`config.mk`:
```
export PLATFORM = sky130hd
export DESIGN_NAME = hamming_secded_decoder
export DESIGN_NICKNAME = d
export VERILOG_FILES = /design/src/rtl/hamming_pkg.sv /design/src/rtl/secded_dec.sv /design/src/rtl/hamming_secded_decoder.sv
export SDC_FILE = /design/constraint.sdc
export NUM_CORES = 1
export LEC_CHECK = 0
export CAP_MARGIN = 15
export CORE_UTILIZATION = 55
export CTS_CLUSTER_DIAMETER = 40
export DETAILED_ROUTE_END_ITERATION = 12
export PLACE_DENSITY = 0.88
export SYNTH_ARGS = -nofsm -noshare
export SYNTH_HDL_FRONTEND = slang
export SYNTH_SLANG_ARGS = --single-unit
```
`constraint.sdc`:
```
create_clock -name clk -period 2.59 [get_ports clk]
set_input_delay 0.259 -clock clk [delete_from_list [all_inputs] [get_ports clk]]
set_output_delay 0.259 -clock clk [all_outputs]
set_load 0.005 [all_outputs]
```
`src/rtl/hamming_pkg.sv`:
```
// Shared types and constants for the (16,11) SECDED decoder engine.
package hamming_pkg;

  typedef enum logic [2:0] {
    ST_IDLE,
    ST_RD_LO,
    ST_RD_HI,
    ST_CAP,
    ST_DEC,
    ST_WR_LO,
    ST_WR_HI,
    ST_DONE
  } state_t;

  localparam logic [1:0] FLAG_OK  = 2'b00;
  localparam logic [1:0] FLAG_SEC = 2'b01;
  localparam logic [1:0] FLAG_DED = 2'b10;

  // Codeword bit positions of d1..d11, in ascending data-bit order.
  localparam int unsigned DATA_POS [11] = '{3, 5, 6, 7, 9, 10, 11, 12, 13, 14, 15};

endpackage

```
`src/rtl/secded_dec.sv`:
```
// Combinational (16,11) SECDED check/correct: codeword in, data and flag out.
module secded_dec
  import hamming_pkg::*;
(
  input  logic [15:0] cw,
  output logic [10:0] data,
  output logic [1:0]  flag
);

  logic [3:0]  syn;
  logic        par;
  logic [15:0] fixed;

  always_comb begin
    syn   = '0;
    par   = ^cw;
    fixed = cw;
    flag  = FLAG_OK;
    data  = '0;
    for (int unsigned k = 1; k < 16; k++) begin
      if (cw[k]) syn = syn ^ 4'(k);
    end
    // Odd overall parity means one flipped bit; syndrome 0 points at p0.
    if (par) begin
      fixed[syn] = ~fixed[syn];
      flag       = FLAG_SEC;
    end else if (syn != 4'd0) begin
      flag = FLAG_DED;
    end
    for (int unsigned k = 0; k < 11; k++) begin
      data[k] = fixed[DATA_POS[k]];
    end
  end

endmodule

```
`src/rtl/hamming_secded_decoder.sv`:
```
// Memory-mapped SECDED decoder engine: reads N_WORDS codewords, writes data+flag.
// Optional error counters are enabled with HAMMING_ERR_COUNT_EN.
module hamming_secded_decoder
  import hamming_pkg::*;
#(
  parameter int unsigned N_WORDS  = 15,
  parameter int unsigned SRC_BASE = 30,
  parameter int unsigned DST_BASE = 0,
  parameter int unsigned AW       = 8
) (
  input  logic          clk,
  input  logic          reset,
  input  logic          req,
  output logic          done,
  output logic [AW-1:0] mem_addr,
  output logic          mem_rd_en,
  output logic          mem_wr_en,
  output logic [7:0]    mem_wdata,
  input  logic [7:0]    mem_rdata
`ifdef HAMMING_ERR_COUNT_EN
  ,
  output logic [7:0]    err_single_cnt,
  output logic [7:0]    err_double_cnt
`endif
);

  localparam int unsigned IW = $clog2(N_WORDS + 1);

  state_t        state_q, state_d;
  logic [IW-1:0] idx_q, idx_d;
  logic [7:0]    lo_q, lo_d;
  logic [15:0]   cw_q, cw_d;
  logic [10:0]   data_q, data_d;
  logic [1:0]    flag_q, flag_d;

  logic [10:0]   dec_data;
  logic [1:0]    dec_flag;
  logic [AW-1:0] src_addr, dst_addr;

  secded_dec u_dec (
    .cw   (cw_q),
    .data (dec_data),
    .flag (dec_flag)
  );

  assign src_addr = AW'(SRC_BASE + 2 * idx_q);
  assign dst_addr = AW'(DST_BASE + 2 * idx_q);

  always_comb begin
    state_d   = state_q;
    idx_d     = idx_q;
    lo_d      = lo_q;
    cw_d      = cw_q;
    data_d    = data_q;
    flag_d    = flag_q;
    done      = 1'b0;
    mem_addr  = '0;
    mem_rd_en = 1'b0;
    mem_wr_en = 1'b0;
    mem_wdata = '0;
    case (state_q)
      ST_IDLE: begin
        if (req) begin
          state_d = ST_RD_LO;
          idx_d   = '0;
        end
      end
      ST_RD_LO: begin
        mem_rd_en = 1'b1;
        mem_addr  = src_addr;
        state_d   = ST_RD_HI;
      end
      ST_RD_HI: begin
        mem_rd_en = 1'b1;
        mem_addr  = src_addr + AW'(1);
        lo_d      = mem_rdata;
        state_d   = ST_CAP;
      end
      ST_CAP: begin
        cw_d    = {mem_rdata, lo_q};
        state_d = ST_DEC;
      end
      ST_DEC: begin
        data_d  = dec_data;
        flag_d  = dec_flag;
        state_d = ST_WR_LO;
      end
      ST_WR_LO: begin
        mem_wr_en = 1'b1;
        mem_addr  = dst_addr;
        mem_wdata = data_q[7:0];
        state_d   = ST_WR_HI;
      end
      ST_WR_HI: begin
        mem_wr_en = 1'b1;
        mem_addr  = dst_addr + AW'(1);
        mem_wdata = {flag_q, 3'b000, data_q[10:8]};
        if (idx_q == IW'(N_WORDS - 1)) begin
          state_d = ST_DONE;
        end else begin
          idx_d   = idx_q + 1'b1;
          state_d = ST_RD_LO;
        end
      end
      ST_DONE: begin
        done = 1'b1;
        if (!req) state_d = ST_IDLE;
      end
      default: state_d = ST_IDLE;
    endcase
  end

  always_ff @(posedge clk or negedge reset) begin
    if (!reset) begin
      state_q <= ST_IDLE;
      idx_q   <= '0;
      lo_q    <= '0;
      cw_q    <= '0;
      data_q  <= '0;
      flag_q  <= '0;
    end else begin
      state_q <= state_d;
      idx_q   <= idx_d;
      lo_q    <= lo_d;
      cw_q    <= cw_d;
      data_q  <= data_d;
      flag_q  <= flag_d;
    end
  end

`ifdef HAMMING_ERR_COUNT_EN
  logic [7:0] sec_cnt_q, sec_cnt_d;
  logic [7:0] ded_cnt_q, ded_cnt_d;

  always_comb begin
    sec_cnt_d = sec_cnt_q;
    ded_cnt_d = ded_cnt_q;
    if (state_q == ST_IDLE && req) begin
      sec_cnt_d = '0;
      ded_cnt_d = '0;
    end else if (state_q == ST_DEC) begin
      if (dec_flag == FLAG_SEC && sec_cnt_q != 8'hFF) sec_cnt_d = sec_cnt_q + 8'd1;
      if (dec_flag == FLAG_DED && ded_cnt_q != 8'hFF) ded_cnt_d = ded_cnt_q + 8'd1;
    end
  end

  always_ff @(posedge clk or negedge reset) begin
    if (!reset) begin
      sec_cnt_q <= '0;
      ded_cnt_q <= '0;
    end else begin
      sec_cnt_q <= sec_cnt_d;
      ded_cnt_q <= ded_cnt_d;
    end
  end

  assign err_single_cnt = sec_cnt_q;
  assign err_double_cnt = ded_cnt_q;
`endif

endmodule

```
==> flow_metrics.env, run 1 <==
export IMPL_slew_viol_final=0
export IMPL_ant_nets=0
export IMPL_grt_pass1_vias=1896
export IMPL_cts_buffer_depth=2
export IMPL_critPathArrivalTime_ns=2.61
export IMPL_synth_fa_ha_area_frac=0.0205
export IMPL_seqCellArea_sq_mm=0.00110
export IMPL_numCtsBuffers=5
export IMPL_synth_mux_area_frac=0.129
export IMPL_finalHoldViolCount=0
export IMPL_grt_pass1_wl_um=9110
export IMPL_drv_cap=0
export IMPL_synth_top_family_by_area="XOR/XNOR gates"
export IMPL_synth_compound_area_frac=0.107
export IMPL_finalSetupTns_ns=0
export IMPL_path_clk_slew_ns=0.08
export IMPL_dpl_cell_area_sq_mm=0.00316
export IMPL_setup_viol=0
export IMPL_hold_buffers=0
export IMPL_vias=2074
export IMPL_clk_insertion_delay_late_ns=0.30
export IMPL_cts_num_sinks=44
export IMPL_fmax_mhz=412
export IMPL_ys_flop_type="dfrtp_1"
export IMPL_hold_class="input pin to asynchronous set/reset pin"
export IMPL_grtUsageTotal=0.227
export IMPL_final_cell_area_sq_mm=0.00325
export IMPL_grt_busiest_layer="met2"
export IMPL_routed_wirelength_um=5500
export IMPL_wl_per_cell_um=14.9
export IMPL_cts_resized=0
export IMPL_drt_first_pass_iters=4
export IMPL_cts_root_buf="clkbuf_8"
export IMPL_drive_gt1_frac=0.168
export IMPL_synth_top_area_share=0.393
export IMPL_synth_async_sr_flop_share=1.00
export IMPL_fin_crit_sh=0.938
export IMPL_grt_antenna_before_repair=0
export IMPL_cp_required_ns=2.77
export IMPL_use_met3=0.0466
export IMPL_initial_core_util=0.582
export IMPL_end_kind="flip-flop"
export IMPL_vias_per_cell=5.61
export IMPL_fillers=406
export IMPL_die_w_um=73.4
export IMPL_dieArea_sq_mm=0.00539
export IMPL_multiInputGateArea_sq_mm=0.00162
export IMPL_fin_util=0.676
export IMPL_critPathKind="flip-flop to flip-flop"
export IMPL_gr_usage_met1=0.305
export IMPL_max_slew_margin=0.378
export IMPL_synth_xor_area_frac=0.171
export IMPL_fin_skew_ns=0.00719
export IMPL_path_max_fanout=8
export IMPL_ys_types=41
export IMPL_ys_seq_area_frac=0.393
export IMPL_synth_seq_cells=44
export IMPL_rsz0062_at_grt="no"
export IMPL_route_detailed_drc=0
export IMPL_synth_warnings=0
export IMPL_fin_nets=316
export IMPL_yosys_area_share_simple=0.149
export IMPL_grt_use_met2=0.373
export IMPL_synth_largest_area_cell="dfrtp_1"
export IMPL_grt_overflow=0
export IMPL_fp_row_count=25
export IMPL_area_growth_pct=16.1
export IMPL_die_h_um=73.4
export IMPL_syn_avg_cell_area_sq_um=10.3
export IMPL_start_kind="flip-flop"
export IMPL_grt_max_degree=45
export IMPL_syn_area_sq_mm=0.00280
export IMPL_status="finished, final reports clean"
export IMPL_period_needed_ns=2.43
export IMPL_diodes=0
export IMPL_io_pins=30
export IMPL_synthTopCellsByArea="dfrtp_1 (39%), mux2_2 (10%), xnor2_1 (6.2%)"
export IMPL_cts_tree="done"
export IMPL_core_region_area_sq_mm=0.00482
export IMPL_synth_edf_count=0
export IMPL_post_cts_repair_setup_buffers=0
export IMPL_worst_slew_pin_slew_ns=0.933
export IMPL_dp_hpwl_um=4190
export IMPL_portBuffers=27
export IMPL_place_congestion=0.967
export IMPL_cts_max_level=2
export IMPL_synthCells=272
export IMPL_drt_iter0_drc=78
## cells by family (layout without fill, tap and decap cells)
group                    count (synthesis)  in the layout
AND/OR/NAND/NOR                         84             84
AO/OA/AOI/OAI                           46             46
flip-flops                              44             44
XOR/XNOR                                41             41
multiplexers                            33             33
buffers and inverters                   18             48
adder cells (fa/ha/maj)                  5              5
other                                    1              2
## worst max-delay path, cell delays in order (launching register included)
cell	delay (ns)
dfrtp_1	0.45
xnor2_1	0.41
xnor3_1	0.45
xor2_1	0.52
a211oi_1	0.13
mux2i_1	0.26
o21ai_1	0.08
## worst paths after layout
check / start / endpoint / slack, ns / depth (start not counted)
max: cw_q[3] / data_q[3] / 0.16 / 6
min: reset / lo_q[2] / 0.10 / 1
max reg2reg: cw_q[3] / data_q[3] / 0.16 / 6
min reg2reg: data_q[4] / data_q[4] / 0.49 / 2
max in group asynchronous: reset / data_q[3] / 1.92 / 1
min in group clk: data_q[4] / data_q[4] / 0.49 / 2
## synth_stat cells, drive strengths merged (2+ instances only)
cell type,number
a211oi,10
a21oi,7
a22oi,5
a31oi,6
and2,5
and3,3
buf,6
clkbuf,10
dfrtp,44
ha,3
inv,2
maj3,2
mux2,25
mux2i,8
nand2,21
nand2b,4
nand4,9
nor2,25
nor2b,10
o211ai,2
o21ai,8
o22ai,3
o31ai,2
xnor2,24
xnor3,5
xor2,12
## per-stage QoR
stage,std cells,hold slack (ns),setup slack [ns]
after detailed placement,362,0.459,0.185
after CTS,370,0.138,0.164
final,370,0.102,0.160
after global routing,370,0.193,0.0609
after global placement,362,0.451,0.241
after floorplan,273,-0.0366,0.409
## cell type report
class / count / area share
multi-input combinational: 211 / 0.499
sequential: 44 / 0.338
timing repair buffer: 38 / 0.107
clock buffer: 8 / 0.0277
tap: 67 / 0.0258
inverter: 2 / 0.00231
## routing by layer
layer  wire length [um]  vias to the layer above
met3                209                        6
met4                 65                        0
met2               2670                       53
li1                   -                     1025
met5                  0                        -
met1               2560                      990
## sequential cells by signal, indices dropped and copies added, names as in the netlist
register and cells:
cw_q 16, data_q 11, flag_q 2, idx_q 4
lo_q 8, state_q 3
## cells in the final DEF, fill, tap and decap left out, types with 2 or more instances in the layout
master           synthesis  layout
a21oi_1                  7       7
o22ai_1                  3       3
a22oi_1                  5       5
o211ai_1                 2       2
o21ai_0                  2       2
a211oi_1                10      10
xor2_2                   3       3
buf_4                    3      11
xor2_1                   9       9
dfrtp_1                 44      44
maj3_1                   2       2
nand2b_1                 4       4
nor2_1                  25      25
clkbuf_8                 0       6
nor2b_1                 10      10
xnor2_1                 20      20
inv_1                    2       2
conb_1                   1       2
a31oi_1                  6       6
mux2i_1                  8       8
xnor3_1                  5       5
and3_1                   3       3
ha_1                     3       3
o21ai_1                  6       6
mux2_2                  25      25
and2_1                   5       5
clkdlybuf4s50_1          0      26
xnor2_2                  4       4
nand2_1                 21      21
nand4_1                  9       9
o31ai_1                  2       2
clkbuf_1                10       2
Power of run 1 is not shown: default switching activity piles up to over one toggle a cycle in this logic, so the estimate is an artifact.
==> run 2, diff against run 1 <==
CORE_ASPECT_RATIO = 1.2   (was unset)
RECOVER_POWER = 50   (was unset)
==> run 2 against run 1 <==
The run now ends with max-capacitance violations, max-slew violations left. Count of clock-buffer cells in the layout shrank 2. Register-to-register slack is essentially flat. Setup slack lost 0.0030 ns. Utilization shrank 1.1 points. Routed wire length grew 2.7%. First-iteration DRC count grew 62%. Critical path depth is the same. Worst hold slack gained 0.38 ns. Final area grew 0.23%. Global-route usage grew 1.4 points.
==> flow_metrics.env, run 2 (synthesis results as in run 1) <==
export IMPL_fp_row_count=28
export IMPL_whs_ns=0.483
export IMPL_cts_resized=0
export IMPL_fin_skew_ns=0.00619
export IMPL_routed_wl_met2_um=2900
export IMPL_min_delay_start="data_q[4]"
export IMPL_vias_per_cell=5.73
export IMPL_finalHoldViolCount=0
export IMPL_rr_worst_depth=6
export IMPL_final_cell_area_sq_mm=0.00326
export IMPL_largest_reg_flops=16
export IMPL_path_clk_slew_ns=0.08
export IMPL_area_growth_pct=16.3
export IMPL_cts_root_buf="clkbuf_8"
export IMPL_die_h_um=80.2
export IMPL_grt_pass1_wl_um=9570
export IMPL_grt_max_degree=45
export IMPL_critPathKind="flip-flop to flip-flop"
export IMPL_final_common_cell="dfrtp_1"
export IMPL_seqCellArea_sq_mm=0.00110
export IMPL_die_w_um=67.2
export IMPL_rr_startpoint="cw_q[3]"
export IMPL_largestRegisters="cw_q: 16 flops, data_q: 11 flops, lo_q: 8 flops"
export IMPL_grtUsageTotal=0.240
export IMPL_rsz0062_at_grt="no"
export IMPL_met1_length_um=2440
export IMPL_topRoutingLayerUsed="met4"
export IMPL_clk_insertion_delay_late_ns=0.30
export IMPL_fin_crit_sh=0.939
export IMPL_cts_max_level=2
export IMPL_setup_viol=0
export IMPL_vias=2091
export IMPL_path_max_fanout=5
export IMPL_ant_nets=0
export IMPL_holdPathStages=2
export IMPL_violations="max-capacitance violations, max-slew violations"
export IMPL_io_pins=30
export IMPL_grt_antenna_before_repair=0
export IMPL_routed_wirelength_um=5650
export IMPL_r2r_end="data_q[2]"
export IMPL_grt_pass1_vias=2023
export IMPL_core_region_area_sq_mm=0.00490
export IMPL_worst_slew_pin_slew_ns=2.23
export IMPL_place_congestion=0.993
export IMPL_dp_hpwl_um=4280
export IMPL_hold_buffers=0
export IMPL_start_kind="flip-flop"
export IMPL_drt_first_pass_iters=4
export IMPL_numCtsBuffers=5
export IMPL_drt_iter0_drc=126
export IMPL_route_detailed_drc=0
export IMPL_cts_tree="done"
export IMPL_dpl_cell_area_sq_mm=0.00317
export IMPL_wl_met3_um=145
export IMPL_diodes=0
export IMPL_post_cts_repair_setup_buffers=0
export IMPL_cp_required_ns=2.77
export IMPL_hold_class="flip-flop to flip-flop"
export IMPL_critPathArrivalTime_ns=2.62
export IMPL_fin_nets=318
export IMPL_regMostFlops="cw_q"
export IMPL_fillers=385
export IMPL_dieArea_sq_mm=0.00539
export IMPL_period_needed_ns=2.43
export IMPL_status="complete, but fails checks"
export IMPL_rrSetupSlack_ns=0.16
export IMPL_slew_viol_final=45
export IMPL_grt_overflow=0
export IMPL_portBuffers=27
export IMPL_hold_end="data_q[4]"
export IMPL_cts_buffer_depth=2
export IMPL_fmax_mhz=411
export IMPL_fin_util=0.665
export IMPL_cts_num_sinks=44
export IMPL_max_slew_margin=-0.488
export IMPL_drive_gt1_frac=0.174
export IMPL_mostFrequentLayoutCells="dfrtp_1 (44), clkdlybuf4s50_1 (26), nor2_1 (25), mux2_2 (25), nand2_1 (21)"
export IMPL_wl_per_cell_um=15.5
export IMPL_end_kind="flip-flop"
export IMPL_initial_core_util=0.572
export IMPL_finalSetupTns_ns=0
export IMPL_multiInputGateArea_sq_mm=0.00163
export IMPL_drv_cap=1
[run 2: worst max-delay path by stage]
stage / from / end / slack (ns) / cells after the start
finish: cw_q[3] / data_q[2] / 0.16 / 6
global placement: cw_q[3] / data_q[1] / 0.25 / 6
CTS: cw_q[3] / data_q[3] / 0.19 / 6
detailed placement: cw_q[3] / data_q[2] / 0.23 / 6
floorplan: cw_q[9] / data_q[7] / 0.41 / 7
global route: state_q[2] / mem_addr[4] / 0.04 / 4
[run 2: through the flow]
step                std cells  setup WS, ns
finish                    365         0.157
global route              365        0.0415
CTS                       365         0.189
detailed placement        357         0.230
global placement          357         0.247
floorplan                 273         0.409
[run 2: per-layer routing]
metal,GRT usage,vias up
met1,0.299,1004
met4,0.102,0
li1,-,1019
met5,0,-
met2,0.402,54
met3,0.0426,14
[run 2: cell type report]
class	instances	area share
Timing Repair Buffer	40	0.109
Multi-Input combinational cell	211	0.500
Tap cell	60	0.0230
Clock inverter	2	0.00307
Clock buffer	6	0.0253
Sequential cell	44	0.338
Inverter	2	0.00230
[run 2: worst max-delay path, cell delays in order, from the launching register on]
cell and delay [ns]:
dfrtp_1 0.45, xnor2_1 0.41, xnor3_1 0.46, xnor2_1 0.25
a211oi_1 0.36, mux2i_1 0.30, o21ai_1 0.08
Power of run 2 is left out for the same reason.
==> run 3, diff against run 2 <==
CAP_MARGIN = 20   (was 15)
CTS_CLUSTER_SIZE = 40   (was unset)
==> results of run 3 <==
Same layout as run 2: the final DEF is identical, and so are final timing and power.
Power of run 3 is left out for the same reason.
